## src/rtl/mem_resp.sv

```systemverilog
// Main-memory responder for the L1 miss path: optional write-back commit, then a fixed-latency line read.
// Optional snoop abort is compiled in when MEM_RESP_ABORT_EN is defined.
module mem_resp #(
  parameter int DATA_W = 10,
  parameter int ADDR_W = 5,
  parameter int LAT    = 3
) (
  input  logic              clock,
  input  logic              reset,
  input  logic              req,
  input  logic [ADDR_W-1:0] endr_in,
  input  logic              wb_in,
  input  logic [ADDR_W-1:0] endr_wb_in,
  input  logic [DATA_W-1:0] dado_wb_in,
  input  logic              abt,
  output logic [DATA_W-1:0] dado_out,
  output logic              pronto,
  output logic              ocupado
);

  localparam int DEPTH = 2 ** ADDR_W;
  localparam logic [3:0] CNT_INIT = 4'(LAT - 1);

  typedef enum logic [1:0] {IDLE, WB, READ} state_t;

  state_t            state;
  logic [3:0]        cnt;
  logic [ADDR_W-1:0] endr;
  logic [ADDR_W-1:0] endr_wb;
  logic              wb;
  logic [DATA_W-1:0] dado_wb;
  logic [DATA_W-1:0] mem [DEPTH];
  logic              abort;

`ifdef MEM_RESP_ABORT_EN
  assign abort = abt;
`else
  logic abt_unused;
  assign abt_unused = abt;
  assign abort      = 1'b0;
`endif

  // Request fields are captured once at acceptance so the L1 may change them while we are busy.
  always_ff @(posedge clock or posedge reset) begin
    if (reset) begin
      state    <= IDLE;
      cnt      <= '0;
      endr     <= '0;
      endr_wb  <= '0;
      wb       <= 1'b0;
      dado_wb  <= '0;
      dado_out <= '0;
      pronto   <= 1'b0;
      ocupado  <= 1'b0;
      for (int i = 0; i < DEPTH; i++) mem[i] <= '0;
    end else begin
      pronto <= 1'b0;
      case (state)
        IDLE: begin
          if (req) begin
            endr    <= endr_in;
            wb      <= wb_in;
            endr_wb <= endr_wb_in;
            dado_wb <= dado_wb_in;
            ocupado <= 1'b1;
            if (wb_in) begin
              state <= WB;
            end else begin
              state <= READ;
              cnt   <= CNT_INIT;
            end
          end
        end
        WB: begin
          if (wb) mem[endr_wb] <= dado_wb;
          state <= READ;
          cnt   <= CNT_INIT;
        end
        READ: begin
          // Abort wins over a completion landing on the same edge.
          if (abort) begin
            state   <= IDLE;
            ocupado <= 1'b0;
          end else if (cnt == 4'd0) begin
            dado_out <= mem[endr];
            pronto   <= 1'b1;
            state    <= IDLE;
            ocupado  <= 1'b0;
          end else begin
            cnt <= cnt - 4'd1;
          end
        end
        default: begin
          state   <= IDLE;
          ocupado <= 1'b0;
        end
      endcase
    end
  end

endmodule

```

## config.mk

```make
export PLATFORM = sky130hd
export DESIGN_NAME = mem_resp
export DESIGN_NICKNAME = d
export VERILOG_FILES = /design/src/rtl/mem_resp.sv
export SDC_FILE = /design/constraint.sdc
export NUM_CORES = 1
export LEC_CHECK = 0
export BUFFER_PORTS_ARGS = -buffer_cell sky130_fd_sc_hd__buf_2
export CELL_PAD_IN_SITES_DETAIL_PLACEMENT = 1
export CELL_PAD_IN_SITES_GLOBAL_PLACEMENT = 1
export CORE_UTILIZATION = 53
export CTS_BUF_LIST = sky130_fd_sc_hd__clkbuf_4 sky130_fd_sc_hd__clkbuf_8 sky130_fd_sc_hd__clkbuf_16
export CTS_CLUSTER_DIAMETER = 100
export DETAILED_ROUTE_END_ITERATION = 8
export PLACE_DENSITY = 0.88
export SLEW_MARGIN = 20
export SYNTH_ARGS = -nofsm -noshare
export SYNTH_HDL_FRONTEND = slang
export SYNTH_SLANG_ARGS = --single-unit
```

## constraint.sdc

```tcl
create_clock -name clock -period 11.91 [get_ports clock]
set_input_delay 0.5955 -clock clock [delete_from_list [all_inputs] [get_ports clock]]
set_output_delay 0.5955 -clock clock [all_outputs]
set_load 0.02 [all_outputs]
```

==> out/metrics.yaml <==
grt_pass1_wl_mm: 74.4
clock_path_buffers: 3
power_switching_mw: 1.72
topRoutingLayerUsed: "met4"
clock_sinks: 359
crit_fanout: 115
wl_per_cell_um: 30.3
relSlewSlack_pct: 28.1
path_clk_slew_ns: 0.06
yosysSeqAreaShare_pct: 54.4
p_int_mw: 2.86
cts_buffers: 39
p_total_mw: 4.58
wl_met3_mm: 3.20
core_sq_um: 30600
grt_overflow: 0
crit_start: "endr[0]"
viasPerCell: 6.52
io_pins: 37
place_area_sq_um: 16900
grt_usage_pct: 31.7
die_w_um: 179
setup-tns-final_ns: 0
drv_slew: 0
p_leak_nw: 9.12
grt_start_max_net_pins: 153
crit_type: "flop to flop"
finalCriticalPeriod_ns: 3.65
drtPass1Iterations: 5
drive_above_1_share_pct: 41.1
initialDrtViolationCount: 892
hold_viol: 0
clock_latency_ns: 0.54
wl_met1_mm: 19.1
synth-main-ff-cell: "dfrtp_1"
fin_area_sq_um: 18400
syn_nets: 1188
ant_nets: 0
via_count: 10400
cts_root_buffer: "clkbuf_16"
die-area_sq_um: 31900
start_kind: "flop"
crit_arrival_ns: 4.07
peakVddDrop_uv: 216
switching_share_pct: 37.5
pwr-share-clk_pct: 29.3
die_y_um: 179
yosys.area_share.simple_pct: 3.42
synth-adder-area-share_pct: 0.0757
drv_cap: 0
antenna_found_initial: 1
wl_mm: 48.5
drc: 0
syn_area_per_cell_sq_um: 14.2
r2r-start: "endr[0]"
synth_edf_count: 0
required_ns: 12.32
setup_viol: 0
yosysUniqueCellTypes: 45
tightest_slew_ns: 1.08
cts_setup_buffers: 0
place_congestion: 0.766
nNetsFinal: 1198
pwr-share-comb_pct: 29.1
initial_core_util_pct: 54.0
fin_worst_skew_ns: 0.0179
synthMuxAreaShare_pct: 32.9
synthesis.area_sq_um: 16500
cts_tree: "built"
grt_pass1_vias: 11800
crit_path_end_kind: "flop"
cts_hold_buf: 0
io_buffers: 35
area_delta_synth_final_pct: 11.2
reg2reg_depth: 5
post-route-period-util_pct: 30.7
cts_resized: 0
hold_class: "primary input to asynchronous set/reset pin"
power_density_nw_per_um2: 249
synth-seq-cells: 359
met2_length_mm: 24.2
hpwlAfterDp_mm: 25.4
synth_top_family_by_area: "multiplexers"
grt_setup_unrepaired: "no"
htreeDepth: 2
status: "complete, no violations"
row_count: 64
synth_xor_area_share_pct: 0.106
async_flop_share_pct: 100
seqPwrFrac_pct: 41.6
postSynthCellCount: 1162
yosys_warnings: 0
synth_compound_area_share_pct: 6.25
fmax_ghz: 0.274
cells by family (layout without fill, tap and decap cells):
| logic type | count (synthesis) | after routing |
|---|---|---|
| AO/OA/AOI/OAI | 128 | 128 |
| XOR/XNOR | 2 | 2 |
| adder cells (fa/ha/maj) | 1 | 1 |
| buffers and inverters | 86 | 126 |
| flip-flops | 359 | 359 |
| multiplexers | 501 | 501 |
| other | 0 | 2 |
| AND/OR/NAND/NOR | 85 | 85 |
per-layer routing:
metal / track usage (%) / vias to the layer above
li1: - / 4312
met1: 39.3 / 5546
met2: 53.0 / 435
met3: 6.95 / 139
met4: 13.9 / 0
met5: 0 / -
cell type report:
type,instances,area [sq um]
flip-flops and latches,359,9000
inverters,6,35.0
multi-input cells,717,7090
clock inverters,8,168
well taps,396,495
fillers,2809,12200
repair buffers,49,305
diodes,2,5.00
clock buffers,63,1270
layout by cell type, fill, tap and decap left out, types with 5 or more instances in the layout:
cell type | netlist | routed
nand2_1 | 22 | 22
clkbuf_4 | 0 | 10
clkbuf_16 | 0 | 41
a22o_1 | 20 | 20
nand2_2 | 6 | 6
nor2_1 | 7 | 6
bufinv_16 | 0 | 5
o41ai_2 | 10 | 10
o22ai_1 | 11 | 11
clkbuf_8 | 0 | 12
buf_4 | 12 | 12
mux2_2 | 321 | 321
a221oi_1 | 19 | 19
mux2_1 | 20 | 20
buf_2 | 9 | 35
nor2_4 | 14 | 15
a21oi_1 | 22 | 22
dfrtp_1 | 359 | 349
a22oi_1 | 40 | 40
mux2i_1 | 160 | 160
dfrtp_2 | 0 | 9
Yosys cell counts (2+ instances only):
library cell	count	area (sq um)
nand3b_1	4	30.0
mux2_1	20	225
mux2i_1	160	1600
nand2b_1	3	18.8
buf_8	3	45.0
nand3_1	3	15.0
mux2_2	321	3610
and3_1	2	12.5
buf_12	2	40.0
inv_1	5	18.8
buf_6	3	33.8
nand2_1	22	82.6
buf_2	9	45.0
nand2_2	6	37.5
o211ai_1	2	15.0
a22o_1	20	175
nor3b_1	4	30.0
and3b_1	2	17.5
nor3_1	2	10.0
buf_1	5	18.8
a21oi_1	22	110
nor2_1	7	26.3
buf_4	12	90.1
nor2b_1	5	31.3
o22ai_1	11	68.8
or3b_2	2	17.5
a221oi_1	19	166
a22oi_1	40	300
o41ai_2	10	163
or2_2	2	12.5
and2_1	3	18.8
dfrtp_1	359	8980
clkbuf_1	46	173
nor2_4	14	158
xor2_1	2	17.5
through the flow:
step	instances	hold slack [ns]	setup slack [ns]	util (%)
after floorplan	1162	0.457	1.35	-
after CTS	1597	0.290	8.38	59.9
after global routing	1598	0.273	8.16	60.0
after global placement	1526	0.466	8.52	55.2
final	1600	0.140	8.26	60.0
after detailed placement	1526	0.475	8.40	55.2
state kept, by name, indices dropped and copies added (netlist names):
| signal | count |
|---|---|
| mem | 320 |
| dado_out | 10 |
| dado_wb | 10 |
| endr | 5 |
| endr_wb | 5 |
| cnt | 4 |
| state | 2 |
| ocupado | 1 |
| pronto | 1 |
| wb | 1 |
final timing paths:
| kind | endpoint | slack (ns) |
|---|---|---|
| min in group clock | dado_wb[8] | 0.30 |
| setup / recovery | dado_out[0] | 8.26 |
| hold reg to reg | mem[297] | 0.48 |
| max in group asynchronous | dado_wb[5] | 9.49 |
| setup reg to reg | dado_out[0] | 8.26 |
| hold / removal | mem[293] | 0.14 |
power groups by stage:
stage | clock [mW] | sequential, mW | combinational (mW)
2_1_floorplan | 0 | 1.61 | 1.08
3_3_place_gp | 0 | 1.84 | 1.20
3_5_place_dp | 0 | 1.88 | 1.25
4_1_cts | 1.35 | 1.89 | 1.30
5_1_grt | 1.40 | 1.93 | 1.39
6_report | 1.34 | 1.90 | 1.33
worst max-delay path: stages (launching register included):
cell and delay (ns):
dfrtp_4 1.01, buf_12 0.63, mux2i_1 0.20, a221oi_1 0.58, o22ai_1 0.40, o41ai_2 0.46
(Power assumes the default switching activity.)
